$ cat src/rtl/alu_bus_seq_pkg.sv
// Shared encodings for the ALU bus sequencer: FSM states, destination codes and op codes.
package alu_bus_seq_pkg;

  typedef logic [2:0] state_t;

  localparam state_t S_IDLE    = 3'd0;
  localparam state_t S_DRIVE   = 3'd1;
  localparam state_t S_SETTLE  = 3'd2;
  localparam state_t S_CAPTURE = 3'd3;
  localparam state_t S_DONE    = 3'd4;

  localparam logic [1:0] DEST_A    = 2'd0;
  localparam logic [1:0] DEST_B    = 2'd1;
  localparam logic [1:0] DEST_OUT  = 2'd2;
  localparam logic [1:0] DEST_NONE = 2'd3;

  localparam logic OP_ADD = 1'b0;
  localparam logic OP_SUB = 1'b1;

  // The external ALU owns the data bus for the three middle states of a transaction.
  function automatic logic isBusDriven(input state_t s);
    return (s == S_DRIVE) || (s == S_SETTLE) || (s == S_CAPTURE);
  endfunction

endpackage

$ cat src/rtl/alu_bus_seq_if.sv
// Connection between the sequencer (master) and the external ALU (slave).
interface alu_bus_seq_if;

  logic [7:0] areg;
  logic [7:0] breg;
  logic       doSubtract;
  logic       assertBarE;
  logic [7:0] dbus;
  logic       aluCout;

  modport master (
    output areg, breg, doSubtract, assertBarE,
    input  dbus, aluCout
  );

  modport slave (
    input  areg, breg, doSubtract, assertBarE,
    output dbus, aluCout
  );

endinterface

$ cat src/rtl/alu_bus_seq.sv
// Sequencer that runs one add/subtract through an external ALU and writes the
// bus result back to A, B, OUT or nowhere, keeping carry/zero status.
module alu_bus_seq
  import alu_bus_seq_pkg::*;
(
  input  logic             clk,
  input  logic             reset,
  input  logic             start,
  input  logic             op,
  input  logic [1:0]       dest,
  input  logic             ldA,
  input  logic             ldB,
  input  logic [7:0]       ldData,
  alu_bus_seq_if.master    bus,
  output logic [7:0]       outReg,
  output logic             busy,
  output logic             done,
  output logic             flagCarry,
  output logic             flagZero
);

  state_t     state;
  logic [7:0] aReg;
  logic [7:0] bReg;
  logic       opLatched;
  logic [1:0] destLatched;

  // Operands only move in IDLE (external loads) or at the CAPTURE exit edge (write-back),
  // so the ALU sees stable inputs for the whole time it drives the bus.
  always_ff @(posedge clk) begin
    if (reset) begin
      state       <= S_IDLE;
      aReg        <= 8'h00;
      bReg        <= 8'h00;
      outReg      <= 8'h00;
      flagCarry   <= 1'b0;
      flagZero    <= 1'b0;
      opLatched   <= OP_ADD;
      destLatched <= DEST_NONE;
    end else begin
      case (state)
        S_IDLE: begin
          if (start) begin
            opLatched   <= op;
            destLatched <= dest;
            state       <= S_DRIVE;
          end else begin
            if (ldA) aReg <= ldData;
            if (ldB) bReg <= ldData;
          end
        end
        S_DRIVE:  state <= S_SETTLE;
        S_SETTLE: state <= S_CAPTURE;
        S_CAPTURE: begin
          case (destLatched)
            DEST_A:   aReg   <= bus.dbus;
            DEST_B:   bReg   <= bus.dbus;
            DEST_OUT: outReg <= bus.dbus;
            default:  ;
          endcase
          flagCarry <= bus.aluCout;
          flagZero  <= (bus.dbus == 8'h00);
          state     <= S_DONE;
        end
        S_DONE:  state <= S_IDLE;
        default: state <= S_IDLE;
      endcase
    end
  end

  // Every output is decoded from registered state only.
  assign busy           = (state != S_IDLE);
  assign done           = (state == S_DONE);
  assign bus.assertBarE = ~isBusDriven(state);
  assign bus.doSubtract = isBusDriven(state) & opLatched;
  assign bus.areg       = aReg;
  assign bus.breg       = bReg;

endmodule

$ cat src/flat_wrapper.sv
// flat-port wrapper written by rule: the top's interface ports become plain ports
module alu_bus_seq_flat import alu_bus_seq_pkg::*;
  (clk, reset, start, op, dest, ldA, ldB, ldData, outReg, busy, done, flagCarry, flagZero, bus_areg, bus_breg, bus_doSubtract, bus_assertBarE, bus_dbus, bus_aluCout);
  alu_bus_seq_if bus_i ();
  input  logic clk;
  input  logic reset;
  input  logic start;
  input  logic op;
  input  logic [1:0] dest;
  input  logic ldA;
  input  logic ldB;
  input  logic [7:0] ldData;
  output logic [7:0] outReg;
  output logic busy;
  output logic done;
  output logic flagCarry;
  output logic flagZero;
  output wire logic [$bits(bus_i.areg)-1:0] bus_areg;
  output wire logic [$bits(bus_i.breg)-1:0] bus_breg;
  output wire logic [$bits(bus_i.doSubtract)-1:0] bus_doSubtract;
  output wire logic [$bits(bus_i.assertBarE)-1:0] bus_assertBarE;
  input wire logic [$bits(bus_i.dbus)-1:0] bus_dbus;
  input wire logic [$bits(bus_i.aluCout)-1:0] bus_aluCout;
  assign bus_areg = bus_i.areg;
  assign bus_breg = bus_i.breg;
  assign bus_doSubtract = bus_i.doSubtract;
  assign bus_assertBarE = bus_i.assertBarE;
  assign bus_i.dbus = bus_dbus;
  assign bus_i.aluCout = bus_aluCout;
  alu_bus_seq u_core (.clk(clk), .reset(reset), .start(start), .op(op), .dest(dest), .ldA(ldA), .ldB(ldB), .ldData(ldData), .bus(bus_i), .outReg(outReg), .busy(busy), .done(done), .flagCarry(flagCarry), .flagZero(flagZero));
endmodule
$ cat config.mk
export PLATFORM = sky130hd
export DESIGN_NAME = alu_bus_seq_flat
export DESIGN_NICKNAME = d
export VERILOG_FILES = /design/src/rtl/alu_bus_seq_pkg.sv /design/src/rtl/alu_bus_seq_if.sv /design/src/rtl/alu_bus_seq.sv /design/src/flat_wrapper.sv
export SDC_FILE = /design/constraint.sdc
export NUM_CORES = 1
export LEC_CHECK = 0
export CAP_MARGIN = 20
export CORE_MARGIN = 5
export CORE_UTILIZATION = 43
export CTS_CLUSTER_DIAMETER = 100
export DETAILED_ROUTE_END_ITERATION = 7
export GPL_TIMING_DRIVEN = 0
export HOLD_SLACK_MARGIN = 0.02
export PLACE_DENSITY = 0.78
export SYNTH_ARGS = -nofsm -noshare
export SYNTH_HDL_FRONTEND = slang
export SYNTH_SLANG_ARGS = --single-unit
$ cat constraint.sdc
create_clock -name clk -period 1.97 [get_ports clk]
set_clock_uncertainty 0.1 [all_clocks]
set_input_delay 0.2955 -clock clk [delete_from_list [all_inputs] [get_ports clk]]
set_output_delay 0.2955 -clock clk [all_outputs]
set_load 0.05 [all_outputs]
==> results.md <==
- Status: finished, final reports clean
- Synthesized cell area: roughly 1500 um2
- Num CTS Buffers: 5
- Synth Flop Type: dfxtp_1
- Slowest Stage Delay on Critical Path: between 0.8 and 0.9 ns
- CP Capture Type: output pin
- Cell Rows: 21
- Max Cap Violations: 0
- Ys Warns: 0
- Synth cell types: 33
- Final slew viol count: 0
- Buf/Inv on CP: 1
- HPWL Detailed: between 3 and 4 mm
- Number of DRC markers in iteration 0: 98
- Via count: 1435
- Ports: 55
- Setup violators final: 0
- Final wirelength: ~4.1 mm
- Vias in the first global route: ~1400
- Max Used Layer: met4
- Final RePlAce weighted congestion: approximately 0.9
- CTS Hold Buffers Added: 0
- Fin nets: 229
- Clock Sinks: 32
- Largest cells by area after synthesis: dfxtp_1 (44%), a221oi_1 (9.5%), a211oi_1 (7.7%)
- Most numerous cell in the Yosys netlist: dfxtp_1
- PwrDens: about 770 nW/um2
- RSZ-0062 raised after global routing: false
- DR DRC count: 0
- Post-synth top area share: approximately 44%
- IO buf count: 52
- Die area: 4680 um2
- Worst Path Max Fanout: 2
- #FFs+latches synth: 32
- Measured slew at the worst slew-check pin: ~0.53 ns
- Slowest CP cell: clkdlybuf4s50_1
- Seq/Total Area, Yosys: a little over two fifths
- Crit-path cells: clkdlybuf4s50_1
- Vias/cell: about 5.7
- Fraction of layout cells with a size suffix above 1: between 10 and 15%
- DR pass1 iterations: 4
- Post-layout min period: roughly 1.9 ns
- Ys async rst share: 0%
- Crit path max-delay family: buffers and inverters
- Crit path arrival time: 1.52 ns
- Min-delay src: u_core.flagZero$_SDFFE_PP0N_
- Congestion Overflow GR: 0
- Critical path required time: between 1.5 and 2 ns
- TNS Setup: 0 ns
- Worst setup path start: u_core.bus.areg[5]$_SDFFE_PP0P_
- # Post-CTS Setup Buffers: 0
- Initial antenna violation count: 0
- Tcrit/Tclk final: around 97%
- Tightest Hold Check Type: reg2reg
- Worst skew pair latency: between 0.3 and 0.4 ns
- Static Leakage: between 0.8 and 0.9 nW
- Final ANT Viol Nets: 0
- Root Buffer: clkbuf_4
- Metal-1 WL: around 1.8 mm
- Worst-case clock buffer depth: 2
- CP Launch Type: register
- All-Layer GR Usage: around a fifth
- Synth Area per Inst: 10.1 um2
- H-tree depth: 2
- Final Hold Vio Count: 0
- Reg2Reg Depth: 5
- Wire per inst: between 15 and 20 um
- Met2 WL post-DR: about 1.9 mm
- Most frequent cells after synthesis: dfxtp_1 (32), a221oi_1 (16), a211oi_1 (15)
- Layout area overhead: 43.8%
- EDFF count, synth: 0
- Slew HR: between 60% and 70%
- Crit path kind: reg2out
- CTS tree: yes
- Syn nets: 170
- CORE AREA: ~3300 um2
- Peak supply drop: about 0.40 mV
- Starting density of the core: about 44%
- Fmax: approximately 0.52 GHz
- Post_cts resized: 14
- Diode count: 0
- Height of the die: 68.4 um
- Cell taking the most area after synthesis: dfxtp_1
- Die Wd: about 68 um
- DR WL met3: between 300 and 400 um
- Largest net degree at the start of global routing: 11
- Worst r2r src: u_core.state[1]$_SDFFE_PP0P_
- First-pass GRT wire length: 6.60 mm
- Number of cells on the critical path: 1
- Worst-path clk slew: 0.10 ns
- Synth Instances: ~150
- Final hold slack: 0.366 ns
- Hold path depth: 2
## layer usage
metal,global-route usage [%],up-vias
li1,-,685
met1,24.6,675
met2,29.0,68
met3,6.90,7
met4,6.45,0
met5,0,-
## through the flow
| stage | cell area, um2 | setup slack, ns | power, W | instances | util, % |
|---|---|---|---|---|---|
| finish | 2110 | 0.0586 | 0.00162 | 251 | 63.8 |
| global route | 2110 | 0.00150 | 0.00170 | 251 | 63.8 |
| CTS | 2120 | 0.0309 | 0.00163 | 251 | 63.9 |
| detailed placement | 2060 | -0.0212 | 0.00124 | 243 | 62.1 |
| global placement | 2060 | -0.00506 | 0.00123 | 243 | 62.1 |
| floorplan | 1480 | 0.0314 | 0.00106 | 145 | - |
## worst paths after layout
kind / slack, ns / end
max: 0.06 / bus_areg[5]
min: 0.37 / u_core.flagZero$_SDFFE_PP0N_
max reg2reg: 0.25 / u_core.bus.areg[6]$_SDFFE_PP0P_
min reg2reg: 0.37 / u_core.flagZero$_SDFFE_PP0N_
## area by class of cell
cell class | instances | area, um2
tap | 46 | 57.6
multi-input combinational | 97 | 732
sequential | 32 | 641
fill | 303 | 1200
buffer | 15 | 101
clock buffer | 7 | 55.1
timing repair buffer | 52 | 514
clock inverter | 1 | 7.51
inverter | 1 | 3.75
## state kept, by name, summed over array words and instances (netlist names)
name	flops
u_core.flagZero	1
u_core.state	3
u_core.destLatched	2
u_core.bus.breg	8
u_core.outReg	8
u_core.bus.areg	8
u_core.opLatched	1
u_core.flagCarry	1
## report_power, final
group	internal [W]	switching [W]	leakage (nW)
logic	0.000200	0.000305	0.538
clock network	0.000175	0.000220	0.0315
registers	0.000690	0.0000285	0.261
total	0.00106	0.000554	0.831
## cell families after synthesis
kind of cell	synth area share, %
xor gates and xnor gates	0.596
and+or+nand+nor	15.0
muxes	6.81
DFF	43.6
AOI/OAI and AO/OA	26.8
buffers and inverters	7.15
## cells in the final DEF, fill, tap and decap left out, types with 2 or more instances in the layout
cell type	instances
clkbuf_4	5
mux2i_1	10
a211oi_1	15
clkbuf_8	2
nor4_1	3
dfxtp_1	32
nor2_1	5
buf_4	2
clkbuf_1	6
buf_6	3
a211o_1	2
nor2b_1	3
buf_2	7
nand3_1	8
nand3b_1	3
dlymetal6s2s_1	3
a21oi_1	9
clkdlybuf4s50_1	45
a221oi_1	16
o21ai_0	8
No activity file was read; power rests on OpenSTA's default activity.
